==> config.mk <==
export PLATFORM = sky130hd
export DESIGN_NAME = lscc_rst_seq_flat
export DESIGN_NICKNAME = d
export VERILOG_FILES = /design/src/rtl/lscc_rst_seq_if.sv /design/src/rtl/lscc_rst_seq.sv /design/src/flat_wrapper.sv
export SDC_FILE = /design/constraint.sdc
export NUM_CORES = 1
export LEC_CHECK = 0
export CAP_MARGIN = 10
export CORE_ASPECT_RATIO = 1.5
export CORE_MARGIN = 5
export CORE_UTILIZATION = 45
export CTS_CLUSTER_DIAMETER = 50
export DETAILED_ROUTE_END_ITERATION = 8
export PLACE_DENSITY_LB_ADDON = 0.25
export SETUP_SLACK_MARGIN = 0.05
export SYNTH_ARGS = -nofsm -noshare
export SYNTH_HDL_FRONTEND = slang
export SYNTH_SLANG_ARGS = --single-unit
==> constraint.sdc <==
create_clock -name clk_i -period 1.6 [get_ports clk_i]
set_input_delay 0.24 -clock clk_i [delete_from_list [all_inputs] [get_ports clk_i]]
set_output_delay 0.24 -clock clk_i [all_outputs]
set_load 0.01 [all_outputs]
==> src/rtl/lscc_rst_seq_if.sv <==
// Control and status bundle between the reset sequencer and the logic it drives.
// The master side drives hold/soft-retrigger and observes the per-channel resets.
interface lscc_rst_seq_if #(
   parameter int NUM_CH = 4
) ();
   logic              hold_i;
   logic              soft_rst_i;
   logic [NUM_CH-1:0] rst_o;
   logic [NUM_CH-1:0] rst_n_o;
   logic              done_o;
   logic              timeout_o;

   modport master (
      output hold_i,
      output soft_rst_i,
      input  rst_o,
      input  rst_n_o,
      input  done_o,
      input  timeout_o
   );

   modport slave (
      input  hold_i,
      input  soft_rst_i,
      output rst_o,
      output rst_n_o,
      output done_o,
      output timeout_o
   );
endinterface

==> src/rtl/lscc_rst_seq.sv <==
// Staggered multi-channel reset sequencer: synchronises rst_i release, then frees
// channel k D_k = BASE_DELAY + k*STAGGER cycles into COUNT, with hold, soft retrigger and watchdog.
module lscc_rst_seq #(
   parameter int NUM_CH      = 4,
   parameter int SYNC_STAGES = 2,
   parameter int BASE_DELAY  = 35,
   parameter int STAGGER     = 8,
   parameter int TIMEOUT_CYC = 1000000
) (
   input  logic          clk_i,
   input  logic          rst_i,
   lscc_rst_seq_if.slave bus
);
   localparam int D_LAST = BASE_DELAY + (NUM_CH - 1) * STAGGER;
   localparam int CNT_W  = (D_LAST > 0) ? $clog2(D_LAST + 1) : 1;
   localparam logic [CNT_W-1:0] CNT_LAST = CNT_W'(D_LAST);

   typedef enum logic [1:0] {
      ST_RESET = 2'd0,
      ST_COUNT = 2'd1,
      ST_DONE  = 2'd2
   } state_t;

   logic [SYNC_STAGES-1:0] sync_q;
   logic                   sync_rst;
   state_t                 state_q;
   logic [CNT_W-1:0]       cnt_q;
   logic [CNT_W-1:0]       cnt_d;
   logic [NUM_CH-1:0]      rel_d;
   logic [NUM_CH-1:0]      rst_q;
   logic [NUM_CH-1:0]      rst_n_q;
   logic                   done_q;
   logic                   last_d;
   logic                   restart;

   // Preset-by-reset chain; only the deassertion of rst_i is synchronised.
   always_ff @(posedge clk_i or posedge rst_i) begin
      if (rst_i) begin
         sync_q <= '1;
      end else begin
         sync_q <= {sync_q[SYNC_STAGES-2:0], 1'b0};
      end
   end

   assign sync_rst = sync_q[SYNC_STAGES-1];

   // Count value that the next edge will load; RESET always starts a run from zero.
   always_comb begin
      cnt_d = '0;
      if (state_q != ST_RESET) begin
         cnt_d = (cnt_q == CNT_LAST) ? cnt_q : cnt_q + CNT_W'(1);
      end
   end

   for (genvar gi = 0; gi < NUM_CH; gi++) begin : g_ch
      localparam int D_K = BASE_DELAY + gi * STAGGER;
      if (D_K == 0) begin : g_immediate
         assign rel_d[gi] = 1'b1;
      end else begin : g_delayed
         assign rel_d[gi] = (cnt_d >= CNT_W'(D_K));
      end
   end

   // Delays are monotonic in channel index, so the last channel decides completion.
   assign last_d  = rel_d[NUM_CH-1];
   assign restart = (state_q == ST_RESET) ? bus.hold_i
                                          : (bus.hold_i || bus.soft_rst_i);

   always_ff @(posedge clk_i or posedge rst_i) begin
      if (rst_i) begin
         state_q <= ST_RESET;
         cnt_q   <= '0;
         rst_q   <= '1;
         rst_n_q <= '0;
         done_q  <= 1'b0;
      end else if (sync_rst || restart) begin
         state_q <= ST_RESET;
         cnt_q   <= '0;
         rst_q   <= '1;
         rst_n_q <= '0;
         done_q  <= 1'b0;
      end else begin
         case (state_q)
            ST_RESET, ST_COUNT: begin
               state_q <= last_d ? ST_DONE : ST_COUNT;
               cnt_q   <= cnt_d;
               rst_q   <= ~rel_d;
               rst_n_q <= rel_d;
               done_q  <= last_d;
            end
            ST_DONE: begin
               state_q <= ST_DONE;
               rst_q   <= '0;
               rst_n_q <= '1;
               done_q  <= 1'b1;
            end
            default: begin
               state_q <= ST_RESET;
               cnt_q   <= '0;
               rst_q   <= '1;
               rst_n_q <= '0;
               done_q  <= 1'b0;
            end
         endcase
      end
   end

   assign bus.rst_o   = rst_q;
   assign bus.rst_n_o = rst_n_q;
   assign bus.done_o  = done_q;

   if (TIMEOUT_CYC > 0) begin : g_wd
      localparam int WD_W = $clog2(TIMEOUT_CYC + 1);
      localparam logic [WD_W-1:0] WD_LIMIT = WD_W'(TIMEOUT_CYC);
      logic [WD_W-1:0] wd_q;
      logic            timeout_q;
      logic            wd_run;

      assign wd_run = !sync_rst && (state_q != ST_DONE);

      // Saturating counter; the flag is sticky until rst_i.
      always_ff @(posedge clk_i or posedge rst_i) begin
         if (rst_i) begin
            wd_q      <= '0;
            timeout_q <= 1'b0;
         end else begin
            if (!wd_run) begin
               wd_q <= '0;
            end else if (wd_q != WD_LIMIT) begin
               wd_q <= wd_q + WD_W'(1);
            end
            if (wd_run && (wd_q == WD_LIMIT - WD_W'(1))) begin
               timeout_q <= 1'b1;
            end
         end
      end

      assign bus.timeout_o = timeout_q;
   end else begin : g_no_wd
      assign bus.timeout_o = 1'b0;
   end
endmodule

==> src/flat_wrapper.sv <==
// flat-port wrapper written by rule: the top's interface ports become plain ports
module lscc_rst_seq_flat 
#(
   parameter int NUM_CH      = 4,
   parameter int SYNC_STAGES = 2,
   parameter int BASE_DELAY  = 35,
   parameter int STAGGER     = 8,
   parameter int TIMEOUT_CYC = 1000000
)
  (clk_i, rst_i, bus_hold_i, bus_soft_rst_i, bus_rst_o, bus_rst_n_o, bus_done_o, bus_timeout_o);
  lscc_rst_seq_if #(.NUM_CH(NUM_CH)) bus_i ();
  input  logic clk_i;
  input  logic rst_i;
  input wire logic [$bits(bus_i.hold_i)-1:0] bus_hold_i;
  input wire logic [$bits(bus_i.soft_rst_i)-1:0] bus_soft_rst_i;
  output wire logic [$bits(bus_i.rst_o)-1:0] bus_rst_o;
  output wire logic [$bits(bus_i.rst_n_o)-1:0] bus_rst_n_o;
  output wire logic [$bits(bus_i.done_o)-1:0] bus_done_o;
  output wire logic [$bits(bus_i.timeout_o)-1:0] bus_timeout_o;
  assign bus_i.hold_i = bus_hold_i;
  assign bus_i.soft_rst_i = bus_soft_rst_i;
  assign bus_rst_o = bus_i.rst_o;
  assign bus_rst_n_o = bus_i.rst_n_o;
  assign bus_done_o = bus_i.done_o;
  assign bus_timeout_o = bus_i.timeout_o;
  lscc_rst_seq #(.NUM_CH(NUM_CH), .SYNC_STAGES(SYNC_STAGES), .BASE_DELAY(BASE_DELAY), .STAGGER(STAGGER), .TIMEOUT_CYC(TIMEOUT_CYC)) u_core (.clk_i(clk_i), .rst_i(rst_i), .bus(bus_i));
endmodule
==> metrics, run 1 <==
Final setup viols=4; layout cell share with drive strength beyond 1=0.401; CTS tree=yes; status=finished, violations left; Final period util=1.03; routed via count=1695; total power=1.77 mW; FF+latch count, synth=38; Num CTS Buffers=5; Synth Cell Area=1970 sq um; Avg Cell Area, Syn=9.90 sq um; Site Rows=29; GRT Util Overall=0.164; worst reg2reg endpoint=u_core.bus.rst_o[3]; CP Max Fanout=7; Worst Clk Skew=0.00686 ns; met2 Usage GRT=0.278; Die H=91.1 microns; Antenna Nets Post-Route=0; R2R cell count=6; largest area contributor in the netlist=dfrtp_1; max frequency=605 MHz; CTS root buf=clkbuf_8; multi-input gate area in the final layout=1130 sq um; Sequential Area=965 sq um; Reg2Reg Setup Slack=-0.05 ns; Antenna Cells=0; top cell type's share of synthesized area=0.406; CP Capture Type=register; met1 usage=0.197; routed vias/inst=5.59; WL/cell=14.9 microns; final wirelength=4510 microns; Final HPWL DP=2940 microns; Residual DRC=0; Syn Inst Count=199; peak supply drop=0.000728 V; Async SR Flop Fraction=1.00; Core ar.=4250 sq um; DRT Pass-1 Iters=4; worst r2r src=u_core.cnt_q[1]; vias in the first global route=1706; Clk Latency, worst-skew pair=0.29 ns; WS Path Type=register to register; list of most frequent post-synthesis cells=32 x dfrtp_1, 14 x nor2_1, 13 x nand2_1, 12 x a21oi_1; grt peak-use layer=met2; Routability Congestion=0.926; die area=5830 sq um; Sum Neg Setup Slack=-0.0833 ns; crit path DAT=1.88 ns; RSZ-0062 raised after global routing=yes; failing checks=setup timing; number of I/O port buffers=13; cell area power density=644 nW/um^2; CTS clk-pin slew, worst paths=0.08 ns; min-delay worst type=input port to async pin; Slew Limit Fails=0; top area cells in the synthesized netlist=dfrtp_1 41%, dfstp_2 8.0%, xnor2_1 3.1%; EDFF count, synth=0; Max Cap Viol=0; first-pass GRT wire length=7790 microns; post-synth net total=206; pin count of the biggest net entering global routing=39; pre-CTS setup slack=-0.0887 ns; Netlist cell types=49; Final nets=263; Leak Pwr=1.15 nW; most frequent cell after synthesis=dfrtp_1; sequential-to-total area share from yosys stat=0.486; met3 usage=0.0358; Final WS setup=-0.0532 ns; min Tclk post-route=1.65 ns; critical path required time=1.82 ns; clk buf depth=2; DR iter-0 viols=52; CTS H-tree depth=2; Area Overhead vs Synth=39.4%; I/O pin cnt=14; initial antenna violation count=0; final hold vios=0; Layout fillers=331; CTS Sinks=38; Die W=64.0 microns; Top FF cell, synth=dfrtp_1; Congestion Overflow GR=0; Yosys warnings=0; startpoint types=register; Initial Utilization=0.464
[sequential cells by signal (all words and copies together) (netlist names)]
register / cells
u_core.state_q: 1
u_core.sync_q: 2
u_core.bus.rst_o: 4
u_core.g_wd.wd_q: 20
u_core.cnt_q: 6
u_core.bus.timeout_o: 1
u_core.bus.rst_n_o: 3
u_core.bus.done_o: 1
[critical path, cell delays in order, from the launching register on]
cell      delay, ns
dfrtp_2        0.45
ha_4           0.20
nand2b_4       0.14
a32oi_1        0.18
nand3_1        0.19
buf_4          0.19
o31a_1         0.23
[how the worst max path moves through the flow]
stage | slack [ns] | depth (start not counted) | startpoint | end
floorplan | 0.05 | 5 | u_core.g_wd.wd_q[0] | u_core.g_wd.wd_q[14]
global placement | -0.07 | 5 | bus_soft_rst_i | u_core.cnt_q[0]
detailed placement | -0.09 | 5 | bus_soft_rst_i | u_core.bus.rst_o[3]
CTS | -0.02 | 5 | u_core.g_wd.wd_q[0] | u_core.g_wd.wd_q[14]
global route | -0.13 | 6 | u_core.cnt_q[1] | u_core.bus.rst_o[3]
finish | -0.05 | 6 | u_core.cnt_q[1] | u_core.bus.rst_o[3]
[area by class of cell]
class	count	share of cell area
Tap cell	46	0.0210
Multi-Input combinational cell	147	0.413
Timing Repair Buffer	57	0.172
Inverter	7	0.00957
Clock inverter	1	0.00182
Sequential cell	38	0.351
Clock buffer	7	0.0314
[layout by cell type, fill, tap and decap left out, types with 5 or more instances in the layout]
cell type        Yosys  layout
dfstp_2              6       6
o31ai_1              8       5
dfrtp_1             32      27
buf_4                1      43
nor2_1              14      14
nand3_1             10      10
clkdlybuf4s50_1      0       7
xnor2_1              7       6
clkbuf_8             0       6
dfrtp_2              0       5
a21oi_2              0       5
inv_1                6       6
a21oi_1             12       7
nand2_1             13      11
o21ai_0             10       7
[power breakdown]
part           leakage [nW]  internal (mW)  switching [mW]
Clock                0.0482          0.348           0.347
Combinational         0.602         0.0384          0.0498
Sequential            0.499          0.973          0.0116
[through the flow]
| stage | utilization | area (sq um) | instances | hold slack (ns) |
|---|---|---|---|---|
| after floorplan | - | 2000 | 199 | 0.345 |
| after global placement | 0.561 | 2380 | 279 | 0.349 |
| after detailed placement | 0.561 | 2380 | 279 | 0.349 |
| after CTS | 0.597 | 2530 | 292 | 0.298 |
| after global routing | 0.647 | 2750 | 303 | 0.337 |
| final | 0.647 | 2750 | 303 | 0.293 |
[metal layers]
metal | wire length, microns | share of wire
met5 | 0 | 0
met4 | 56 | 0.012
met3 | 117 | 0.026
met2 | 2340 | 0.52
met1 | 1990 | 0.44
[kinds of logic after synthesis]
| kind of cell | share of synthesized area |
|---|---|
| fa+ha+maj | 0.0190 |
| compound gates | 0.154 |
| xor+xnor | 0.0489 |
| simple gates | 0.254 |
| flops | 0.486 |
| mux | 0.00571 |
| other cells | 0.00190 |
| buf+inv | 0.0305 |
[repair_timing]
| item | CTS | global route |
|---|---|---|
| hold endpoints to repair | 0 | 0 |
| gates resized for setup | 13 | 33 |
| pin swaps | 4 | 17 |
| buffers inserted | 5 | 11 |
| setup endpoints to repair | 24 | 23 |
| hold buffers | 0 | 0 |
(Power assumes the default switching activity.)
==> inputs of run 2 (changes only) <==
Settings changed: HOLD_SLACK_MARGIN set to 0.05.
==> results of run 2 <==
Same layout as run 1: the final DEF is identical, and so are final timing and power.
